<file path="config.mk">
export PLATFORM = sky130hd
export DESIGN_NAME = seg7_capture
export DESIGN_NICKNAME = d
export VERILOG_FILES = /design/src/rtl/seg7_capture.sv
export SDC_FILE = /design/constraint.sdc
export NUM_CORES = 1
export LEC_CHECK = 0
export BUFFER_PORTS_ARGS = -buffer_cell sky130_fd_sc_hd__buf_2
export CAP_MARGIN = 0
export CORE_MARGIN = 5
export CORE_UTILIZATION = 43
export DETAILED_ROUTE_END_ITERATION = 12
export SYNTH_ARGS = -nofsm -noshare
export SYNTH_HDL_FRONTEND = slang
export SYNTH_SLANG_ARGS = --single-unit
</file>
<file path="constraint.sdc">
create_clock -name clk -period 3.1 [get_ports clk]
set_clock_uncertainty 0.2 [all_clocks]
set_input_delay 0.31 -clock clk [delete_from_list [all_inputs] [get_ports clk]]
set_output_delay 0.31 -clock clk [all_outputs]
set_load 0.05 [all_outputs]
</file>
<file path="src/rtl/seg7_capture.sv">
// seg7_capture: glitch-filtered readback of an active-low 7-segment bus.
// Settled legal digits are delivered through a one-entry valid/ready buffer.
module seg7_capture #(
  parameter int STABLE_CYCLES = 4
) (
  input  logic       clk,
  input  logic       reset,
  input  logic [6:0] hex,
  input  logic       out_ready,
  input  logic       clear_err,
  output logic [3:0] value,
  output logic       out_valid,
  output logic       blank,
  output logic       illegal,
  output logic       overrun,
  output logic [7:0] change_count
);

  localparam int CW = $clog2(STABLE_CYCLES + 1);
  localparam logic [CW-1:0] CMAX = CW'(STABLE_CYCLES);
  localparam logic [6:0] BLANK = 7'b1111111;

  typedef enum logic {
    IDLE,
    SETTLE
  } state_t;

  state_t        state_q;
  state_t        state_d;
  logic [6:0]    sample_q;
  logic [6:0]    committed;
  logic [CW-1:0] stab_cnt;

  logic       differ;
  logic       settled;
  logic       commit;
  logic       dec_ok;
  logic [3:0] dec_val;
  logic       pop;
  logic       load;
  logic       pop_only;
  logic       drop;
  logic       bad;

  assign differ  = hex != sample_q;
  assign settled = !differ && (stab_cnt == CMAX);

  always_ff @(posedge clk or negedge reset) begin
    if (!reset) begin
      sample_q <= BLANK;
      stab_cnt <= '0;
    end else if (differ) begin
      sample_q <= hex;
      stab_cnt <= CW'(1);
    end else if (stab_cnt != CMAX) begin
      stab_cnt <= stab_cnt + CW'(1);
    end
  end

  always_ff @(posedge clk or negedge reset) begin
    if (!reset) begin
      state_q <= IDLE;
    end else begin
      state_q <= state_d;
    end
  end

  // a glitch back to the committed pattern abandons the settle
  always_comb begin
    state_d = state_q;
    unique case (state_q)
      IDLE: begin
        if (differ && (hex != committed)) begin
          state_d = SETTLE;
        end
      end
      SETTLE: begin
        if ((differ && (hex == committed)) || settled) begin
          state_d = IDLE;
        end
      end
      default: state_d = IDLE;
    endcase
  end

  always_comb begin
    commit = (state_q == SETTLE) && settled;
  end

  always_comb begin
    dec_ok  = 1'b1;
    dec_val = 4'h0;
    case (sample_q)
      7'b1000000: dec_val = 4'h0;
      7'b1111001: dec_val = 4'h1;
      7'b0100100: dec_val = 4'h2;
      7'b0110000: dec_val = 4'h3;
      7'b0011001: dec_val = 4'h4;
      7'b0010010: dec_val = 4'h5;
      7'b0000010: dec_val = 4'h6;
      7'b1111000: dec_val = 4'h7;
      7'b0000000: dec_val = 4'h8;
      7'b0010000: dec_val = 4'h9;
      7'b0001000: dec_val = 4'ha;
      7'b0000011: dec_val = 4'hb;
      7'b1000110: dec_val = 4'hc;
      7'b0100001: dec_val = 4'hd;
      7'b0000110: dec_val = 4'he;
      7'b0001110: dec_val = 4'hf;
      default:    dec_ok  = 1'b0;
    endcase
  end

  assign pop      = out_valid && out_ready;
  assign load     = commit && dec_ok && (!out_valid || out_ready);
  assign pop_only = pop && !load;
  assign drop     = commit && dec_ok && out_valid && !out_ready;
  assign bad      = commit && !dec_ok && (sample_q != BLANK);

  always_ff @(posedge clk or negedge reset) begin
    if (!reset) begin
      committed <= BLANK;
      blank     <= 1'b1;
    end else if (commit) begin
      committed <= sample_q;
      blank     <= sample_q == BLANK;
    end
  end

  always_ff @(posedge clk or negedge reset) begin
    if (!reset) begin
      value        <= 4'h0;
      out_valid    <= 1'b0;
      change_count <= 8'd0;
    end else begin
      unique case (1'b1)
        load: begin
          value        <= dec_val;
          out_valid    <= 1'b1;
          change_count <= change_count + 8'd1;
        end
        pop_only: out_valid <= 1'b0;
        default: ;
      endcase
    end
  end

  // a set on the same edge as clear_err wins
  always_ff @(posedge clk or negedge reset) begin
    if (!reset) begin
      illegal <= 1'b0;
      overrun <= 1'b0;
    end else begin
      illegal <= bad || (illegal && !clear_err);
      overrun <= drop || (overrun && !clear_err);
    end
  end

endmodule

</file>
* After elaboration in Yosys (flattened, before gate mapping)
Index checks and enable logic that the tools add are counted.
** Storage, ports and cells
- Register bits :: 34
- Output and inout bits :: 16
** Cells by class
- $add $sub $neg :: 2
- Eq/ne operators :: 22
- Muxes and demuxes :: 8
- Bitwise operators :: 1
- Reductions and logical operators :: 28
** Operators by type and width (number)
- 4-bit case mux with 15 select lines :: 1
- 7-bit == test (second input constant) :: 5
- 7-bit by 5-bit == test with 1-bit output (second input constant) :: 3
- 7-bit by 6-bit == test with 1-bit output (second input constant) :: 3
- 16-bit OR reduction :: 1
- 7-bit by 2-bit == test with 1-bit output (second input constant) :: 2
- 7-bit by 4-bit == test with 1-bit output (second input constant) :: 2
- 1-bit logical AND :: 14
- 7-bit inequality test :: 2
- 8-bit by 1-bit adder with 8-bit output (second input constant) :: 1
- 7-bit by 3-bit == test with 1-bit output (second input constant) :: 1
- 7-bit == test :: 1
- 7-bit logical NOT :: 1
- 7-bit inequality test (second input constant) :: 1
- 1-bit logical NOT :: 6
- 3-bit 2-to-1 mux :: 2
- 1-bit logical OR :: 4
- 1-bit case mux with 2 select lines :: 2
- 2-bit nonzero test :: 2
- 3-bit by 1-bit adder with 3-bit output (second input constant) :: 1
- 3-bit == test (second input constant) :: 1
- 1-bit 2-to-1 mux :: 3
- 3-bit inequality test (second input constant) :: 1
- 1-bit NOT :: 1

* Longest topological paths before layout
Gate-level depths: netlist of run 1.
- Depth after elaboration :: 9
- Depth in mapped cells :: 9
- Depth with buffers taken out :: 7

* Worst setup path after synthesis of run 1
OpenSTA, ideal clock, no wires.
- Path kind :: reg2reg
- From :: register sample_q[5]
- To :: register change_count[5]
- Setup time :: 0.143 ns
- Arrival time :: 2.125 ns
- Required time :: 2.757 ns
- Path slack :: 0.632 ns
- Stages on the path, launching flop included :: 9
- Period minus slack after synthesis :: 2.468 ns
- Cell sequence :: dfstp_2 > buf_4 > or3b_4 > o32ai_4 > a311oi_2 > o32a_4 > buf_6 > nor2_4 > xor2_2
** On the way
- Cells in the longest elaborated chain, start to end :: 6
** Ends and longest elaborated chain
- start: declaration :: line 30 : logic [6:0] sample_q;
- start signal: assignment :: line 50 : sample_q <= BLANK;
- start signal: assignment :: line 53 : sample_q <= hex;
- branches (longest 4 deep; another with 16-bit OR reduction)
- 1-bit logical AND (*) (2 in series) :: line 115 : assign load = commit && dec_ok && (!out_valid || out_ready);
- end signal: assignment :: line 140 : change_count <= change_count + 8'd1;
- end: declaration :: line 16 : output logic [7:0] change_count
Every way passes the cells marked *.
A chain may end at the register's enable or synchronous reset.

* Worst setup path after layout of run 1
- From :: register sample_q[5]
- To :: register change_count[7]
The elaborated chain is that of the path after synthesis.

==> results of run 1 <==
[per-layer routing]
layer	GRT usage, %	wire, um	vias up
li1	-	-	709
met1	15.72	1615	689
met2	23.34	1959	41
met3	3.628	212	4
met4	3.671	23	0
met5	0	0	-
[placed cells by master (no fill, tap or decap), drive strengths merged, types with 2 or more instances in the layout]
cell type    count
buf             28
dfrtp           19
xor2            16
dfstp           15
nor2            14
nand2           12
mux2            11
o21ai            8
dlygate4sd3      8
nand4            7
xnor2            7
clkbuf           7
inv              6
nor3             5
nand3            4
nand2b           3
nor3b            3
nand3b           3
a31oi            3
ha               3
nor4bb           2
and3             2
o21a             2
a21oi            2
a21o             2
and2             2
or3b             2
nor4             2
[per-stage QoR]
stage / cells / power [W] / area, um^2 / setup WS (ns)
after global placement: 255 / 0.0005449 / 2147 / 0.4800
after global routing: 271 / 0.0009133 / 2318 / 0.3116
after floorplan: 192 / 0.0005235 / 2029 / 0.6319
after CTS: 271 / 0.0008851 / 2318 / 0.3985
after detailed placement: 255 / 0.0005476 / 2147 / 0.4130
final: 271 / 0.0008704 / 2318 / 0.4151
[synth_stat cells (3+ instances only)]
master,instances,share of area [%]
o21ai_0,8,2.0
nor3_1,4,0.99
nand2_1,12,2.2
dfrtp_1,19,23
inv_1,6,1.1
ha_1,3,1.8
nand3_1,3,0.74
nand3b_1,3,1.1
nand2b_1,3,0.92
xnor2_1,7,3.0
xor2_1,13,5.6
nor2_4,3,1.7
a31oi_1,3,0.92
nand4_1,7,2.2
nor3b_1,3,1.1
dfstp_2,15,19
clkbuf_1,14,2.6
xor2_2,3,2.4
nor2_1,11,2.0
mux2_2,11,6.1
[kinds of logic (layout without fill, tap and decap cells)]
kind of cell | Yosys count | in the layout | share of synthesized area (%)
fa+ha+maj | 3 | 3 | 1.850
compound gates | 29 | 29 | 11.71
buf+inv | 25 | 50 | 5.795
mux | 11 | 11 | 6.104
simple gates | 67 | 67 | 20.65
flops | 34 | 34 | 42.85
xor+xnor | 23 | 23 | 11.04
[worst max-delay path: stages, from the launching register on]
cell,delay [ns]
dfstp_2,0.69
or3b_4,0.44
o32ai_4,0.31
a311oi_2,0.10
o32a_4,0.51
nor3_2,0.22
xor2_1,0.16
[final cells by class]
class | count | area [um^2]
Fill cell | 433 | 2342
Multi-Input combinational cell | 133 | 1042
Sequential cell | 34 | 869.6
Timing Repair Buffer | 36 | 225.2
Clock buffer | 7 | 86.33
Tap cell | 54 | 67.56
Inverter | 6 | 22.52
Clock inverter | 1 | 5.005
[power by group]
part | internal, W | switching, W | total (W)
logic | 0.0000344 | 0.0000409 | 0.0000753
registers | 0.000454 | 0.0000178 | 0.000472
clock network | 0.000179 | 0.000145 | 0.000323
total | 0.000667 | 0.000203 | 0.000870
[worst min path at each step]
stage	start	to	slack [ns]	depth (start not counted)
after global placement	reset	value[1]	0.21	1
after CTS	clear_err	illegal	0.01	2
final	clear_err	illegal	0.02	2
after floorplan	reset	change_count[0]	-0.19	0
after global routing	clear_err	overrun	0.02	2
after detailed placement	reset	value[1]	0.22	1
[sequential cells by signal, summed over array words and instances (netlist names), 3 cells and up]
register / flops
change_count: 8
value: 4
sample_q: 7
stab_cnt: 3
committed: 7
==> results.cfg, run 1 <==
[worst_setup_path]
r2r_end = change_count[7]
reg2reg_slack_ns = 0.42
startpoint = sample_q[5]
crit_fanout = 17
crit_type = register to register
cp.arrival_ns = 2.69
worstRegToRegCells = 6
cp-endpoint = change_count[7]
cp-start-kind = register
r2r_start = sample_q[5]
required_ns = 3.10
endpoint_kind = register

[global_routing]
grtUsageTotal_pct = 13.22
antenna_found_initial = 0
grt_max_degree = 35
grt_pass1_wl_um = 6430
grt_pass1_vias = 1384
grt_overflow_total = 0

[drt]
post-route-drc-count = 0
drt-initial-drc-count = 57
vias = 1443
routed_wl_um = 3812
postRouteAntennaNets = 0
vias_per_cell = 5.325
drt-pass1-iter-count = 4
post_drt_wl_per_cell_um = 14.07

[placement]
port-buffer-count = 26
place.gp.congestion = 0.7527
dpl.hpwl_um = 2825

[sta]
rsz0062_at_grt = no
hold_viol_final = 0
fin_tns_setup_ns = 0
worstMarginPinSlew_ns = 0.7467
slew_headroom_pct = 50.22
finalMaxSlewViolations = 0
hold_slack_ns = 0.01506
period_share_pct = 86.61
final.min_clock_period_ns = 2.685
setup_violations = 0
fmax_mhz = 372.4

[cells_and_area]
num_antenna_cells = 0
nets = 230
finish.utilization_pct = 49.75
drive_above_1_share_pct = 35.02
synthToLayoutAreaGrowth_pct = 14.24

[clock_tree]
cts_buffer_depth = 2
ctsHoldBuffers = 8
cts_root_buffer = clkbuf_8
htree_levels = 2
clock_sinks = 34
clock_latency_ns = 0.28
cts_tree = yes
cts_resized = 0
numCtsBuffers = 5
post_cts_buffers = 0
clk_pin_slew_ns = 0.07

[floorplan]
die-area_mm2 = 0.006194
core-area_mm2 = 0.004661
initial_core_util_pct = 43.54
io_pins = 27
die_h_um = 78.70
die_w_um = 78.70
num_rows = 25

[synth]
synth_nets = 206
ys_seq_area_share_pct = 42.85
yosysWarnings = 0
syn-cell-area_mm2 = 0.002029
netlist_instances = 192
synth_flop_cell = dfrtp_1
synth_edf_count = 0
ys_ff_latch = 34
ys_types = 54
synthArstFlopShare_pct = 100.0
postSynthAreaPerCell_um2 = 10.57

[hold_path]
hold_path_class = input port to register

[job]
maxCapViolations = 0

[power]
leakage_nw = 1.020
power.density_mw_per_mm2 = 375.4
max-vdd-ir-drop_uv = 266.2

[run_status]
status = completed
Power figures use the tool's default switching activity.
==> inputs of run 2 (changes only) <==
- CELL_PAD_IN_SITES_DETAIL_PLACEMENT: unset -> 0
- CELL_PAD_IN_SITES_GLOBAL_PLACEMENT: unset -> 2
- CORE_UTILIZATION: 43 -> 37
- PLACE_DENSITY_LB_ADDON: unset -> 0.1
==> results.cfg, run 2 (synthesis gave the netlist of run 1 again) <==
[floorplan]
die_w_um = 84.06
die-area_mm2 = 0.007066
core-area_mm2 = 0.005405
initial_core_util_pct = 37.55
num_rows = 27
io_pins = 27
die_h_um = 84.06

[cells_and_area]
largest_register_ffs = 8
layout_common_cells = buf_2 (26), dfrtp_1 (19), dfstp_2 (15)
reg.largest.list = change_count: 8 flops, committed: 7 flops, sample_q: 7 flops
drive_above_1_share_pct = 34.56
mostFrequentLayoutCell = buf_2
num_antenna_cells = 0
stdcell_area_mm2 = 0.002340
synthToLayoutAreaGrowth_pct = 15.29
top_register = change_count
fillerInstances = 527
nets = 230
finish.utilization_pct = 43.29

[drt]
top_layer = met4
m1WireLength_um = 1756
drt-pass1-iter-count = 4
post_drt_wl_per_cell_um = 14.09
met2_wirelength_um = 2071
route.met3.wl_um = 198
routed_wl_um = 4073
post-route-drc-count = 0
postRouteAntennaNets = 0
drt-initial-drc-count = 138
vias_per_cell = 5.010
vias = 1448

[power]
leakage_nw = 1.017
swShare_pct = 23.96
p_seq_share_pct = 53.7
p_switching_w = 0.0002109
power.density_mw_per_mm2 = 376.1
internal_power_w = 0.0006692
combPwrFrac_pct = 8.5
max-vdd-ir-drop_uv = 219.9
p_clk_share_pct = 37.8

[clock_tree]
clk_pin_slew_ns = 0.07
post_cts_buffers = 0
cts_buffer_depth = 2
clock_latency_ns = 0.28
cts_resized = 0
cts_tree = yes
ctsHoldBuffers = 8
htree_levels = 2
cts_root_buffer = clkbuf_8
numCtsBuffers = 5
clock_sinks = 34

[placement]
place.gp.congestion = 0.7567
dp_slack_ns = 0.3834
port-buffer-count = 26
placed_cell_area_mm2 = 0.002170
dpl.hpwl_um = 2996

[sta]
final.min_clock_period_ns = 2.713
slew_headroom_pct = 48.34
setup_violations = 0
finalMaxSlewViolations = 0
period_share_pct = 87.51
worstMarginPinSlew_ns = 0.7748
fin_tns_setup_ns = 0
setup_slack_ns = 0.3872
rsz0062_at_grt = no
fmax_mhz = 368.6
hold_viol_final = 0

[worst_setup_path]
cp-start-kind = register
endpoint_kind = register
cp.arrival_ns = 2.72
reg2reg_slack_ns = 0.39
crit_type = register to register
required_ns = 3.11
crit_fanout = 17

[global_routing]
grt_overflow_total = 0
grt_pass1_wl_um = 6934
antenna_found_initial = 0
grtUsageTotal_pct = 12.20
grt_pass1_vias = 1439
grt_max_degree = 35

[run_status]
status = completed

[job]
maxCapViolations = 0

[hold_path]
hold_path_class = input port to register
-- run 2: changes by cell type in the layout (fill, tap and decap cells not counted) --
cell	before	now
clkinv_2	1	0
clkbuf_1	1	2
-- run 2: worst paths after layout --
kind / cells after the start / to / startpoint
min in group asynchronous: 2 / change_count[6] / reset
setup reg to reg: 6 / change_count[7] / sample_q[5]
max in group asynchronous: 2 / stab_cnt[1] / reset
hold / removal: 2 / illegal / clear_err
setup / recovery: 6 / change_count[7] / sample_q[5]
hold reg to reg: 1 / change_count[7] / change_count[7]
-- run 2: cell type report --
type / count / area (um^2) / area share (%)
Multi-Input combinational cell: 133 / 1042 / 44.55
Sequential cell: 34 / 869.6 / 37.17
Timing Repair Buffer: 36 / 225.2 / 9.626
Clock buffer: 8 / 90.09 / 3.850
Tap cell: 72 / 90.09 / 3.850
Inverter: 6 / 22.52 / 0.9626
-- run 2: metal layers --
layer,track usage [%],vias up
met5,0,-
met4,3.947,0
met3,3.850,5
met2,20.37,28
met1,14.84,700
li1,-,715
-- run 2: power groups by stage --
| stage | clock (W) | sequential [W] | combinational (W) |
|---|---|---|---|
| floorplan | 0 | 0.000464 | 0.0000590 |
| global placement | 0 | 0.000479 | 0.0000677 |
| detailed placement | 0 | 0.000480 | 0.0000696 |
| CTS | 0.000355 | 0.000472 | 0.0000772 |
| global route | 0.000373 | 0.000474 | 0.0000844 |
| finish | 0.000333 | 0.000472 | 0.0000749 |
-- run 2: metrics by stage --
step	total power, W	instances	hold slack, ns
floorplan	0.0005235	192	-0.1856
global placement	0.0005466	273	0.2205
detailed placement	0.0005493	273	0.2388
finish	0.0008801	289	0.01526
global route	0.0009318	289	0.02750
CTS	0.0009040	289	0.006869
-- run 2: worst max-delay path, cell delays in order (launching register included) --
cell and delay, ns:
dfstp_2 0.70, or3b_4 0.44, o32ai_4 0.31, a311oi_2 0.10, o32a_4 0.51, nor3_2 0.22
xor2_1 0.16
==> inputs of run 3 (changes only) <==
- CAP_MARGIN: 0 -> 25
- CORE_UTILIZATION: 37 -> 40
- clock period: 3.1 -> 3.44 ns (I/O delays scaled with it)
==> results.cfg, run 3 (synthesis gave the netlist of run 1 again) <==
[sta]
finalMaxSlewViolations = 0
fin_tns_setup_ns = 0
slew_headroom_pct = 49.80
hold_slack_ns = 0.05078
setup_slack_ns = 0.6439
fmax_mhz = 357.6
worstMarginPinSlew_ns = 0.7530
final.min_clock_period_ns = 2.796
period_share_pct = 81.28
setup_violations = 0
hold_viol_final = 0
rsz0062_at_grt = no

[worst_setup_path]
required_ns = 3.45
worstRegToRegCells = 6
cp_slowest_stage_delay_ns = 0.54
endpoint_kind = register
critPathBufInv = 2
r2r_start = sample_q[5]
crit_fanout = 14
critPathTopFamily = simple AND/OR/NAND/NOR gates
cpMaxStageDelayCell = o32a_4
path_cells = dlygate4sd3_1 -> buf_2 -> xor2_1 -> nor4_4 -> nand3_2 -> o32a_4 -> nor3_2 -> xor2_1
crit_cells = 8
r2r_end = change_count[7]
cp.arrival_ns = 2.80
crit_type = input port to register
cp-start-kind = input port
cpMostUsedCell = xor2_1
reg2reg_slack_ns = 0.69
startpoint = hex[4]

[clock_tree]
cts_buffer_depth = 2
clock_latency_ns = 0.28
numCtsBuffers = 5
htree_levels = 2
cts_root_buffer = clkbuf_8
cts_tree = yes
clock_sinks = 34
clk_pin_slew_ns = 0.07

[hold_path]
whs_endpoint = illegal
hold_depth = 2
hold_path_class = input port to register
hp-start = clear_err

[cells_and_area]
top_register = change_count
synthToLayoutAreaGrowth_pct = 14.49
mostFrequentLayoutCell = buf_2
reg.largest.list = change_count: 8 flops, committed: 7 flops, sample_q: 7 flops
drive_above_1_share_pct = 34.26
largest_register_ffs = 8
layout_common_cells = buf_2 (26), dfrtp_1 (19), dfstp_2 (15)
fillerInstances = 486
stdcell_area_mm2 = 0.002323
num_antenna_cells = 0
nets = 229

[drt]
drt-pass1-iter-count = 4
drt-initial-drc-count = 77
routed_wl_um = 4069
post-route-drc-count = 0
vias_per_cell = 5.119
vias = 1464
postRouteAntennaNets = 0
post_drt_wl_per_cell_um = 14.23

[global_routing]
grt_pass1_wl_um = 6630
grtUsageTotal_pct = 13.34
grt_pass1_vias = 1392
antenna_found_initial = 0
grt_max_degree = 35
grt_overflow_total = 0

[power]
max-vdd-ir-drop_uv = 181.3
finalPower_w = 0.0007778
combPwrFrac_pct = 8.7
p_switching_w = 0.0001948
p_clk_share_pct = 36.6
swShare_pct = 25.05
leakage_nw = 1.006
p_seq_share_pct = 54.7
internal_power_w = 0.0005829
power.density_mw_per_mm2 = 334.7

[placement]
dp_slack_ns = 0.6760
placed_cell_area_mm2 = 0.002160
port-buffer-count = 26
dpl.hpwl_um = 2945
place.gp.congestion = 0.7194

[floorplan]
die_w_um = 81.23
die_h_um = 81.23
die-area_mm2 = 0.006598
initial_core_util_pct = 40.51
core-area_mm2 = 0.005010
io_pins = 27
num_rows = 26

[job]
maxCapViolations = 0

[run_status]
status = completed
[run 3: changes by cell type in the layout (fill, tap and decap cells not counted), sizes merged]
cell      before  now
clkbuf         8    7
buf           28   27
clkinvlp       0    1
[run 3: routing by layer]
metal | part of all wire (%) | track usage (%) | vias to the layer above
met2 | 49 | 22.66 | 39
met5 | 0 | 0 | -
met4 | 0.86 | 3.547 | 0
li1 | - | - | 714
met3 | 6.4 | 4.656 | 5
met1 | 43 | 16.02 | 706
[run 3: worst max-delay path by stage]
stage,to,slack [ns]
CTS,change_count[7],0.64
floorplan,change_count[5],0.97
finish,change_count[7],0.64
detailed placement,change_count[7],0.68
global placement,change_count[7],0.80
global route,change_count[7],0.52
[run 3: cell type report]
type	instances	area (um^2)	share of cell area (%)
Clock buffer	7	76.32	3.285
Clock inverter	1	7.507	0.3231
Inverter	6	22.52	0.9693
Multi-Input combinational cell	133	1042	44.86
Sequential cell	34	869.6	37.43
Tap cell	70	87.58	3.770
Timing Repair Buffer	35	217.7	9.370
[run 3: power groups by stage]
stage	Combinational (W)	Sequential [W]	Clock [W]
3_3_place_gp	0.0000615	0.000431	0
4_1_cts	0.0000692	0.000425	0.000300
2_1_floorplan	0.0000531	0.000419	0
5_1_grt	0.0000755	0.000427	0.000323
6_report	0.0000678	0.000425	0.000285
3_5_place_dp	0.0000623	0.000432	0
[run 3: worst reg2reg max path: stages (launching register included)]
cell and delay [ns]:
dfstp_2 0.69, or3b_4 0.44, o32ai_4 0.31, a311oi_2 0.11, o32a_4 0.51, nor3_2 0.23, xor2_1 0.18
[run 3: what timing repair did]
| action | 4_1_cts | 5_1_grt |
|---|---|---|
| setup buffers | 0 | 0 |
| hold buffers | 8 | 0 |
| hold endpoints to repair | 26 | 0 |
| gates resized for setup | 0 | 0 |
[run 3: through the flow]
stage,cells,util [%]
6_report,286,46.38
5_1_grt,286,46.38
4_1_cts,286,46.38
3_5_place_dp,270,43.11
3_3_place_gp,270,43.11
2_1_floorplan,192,-
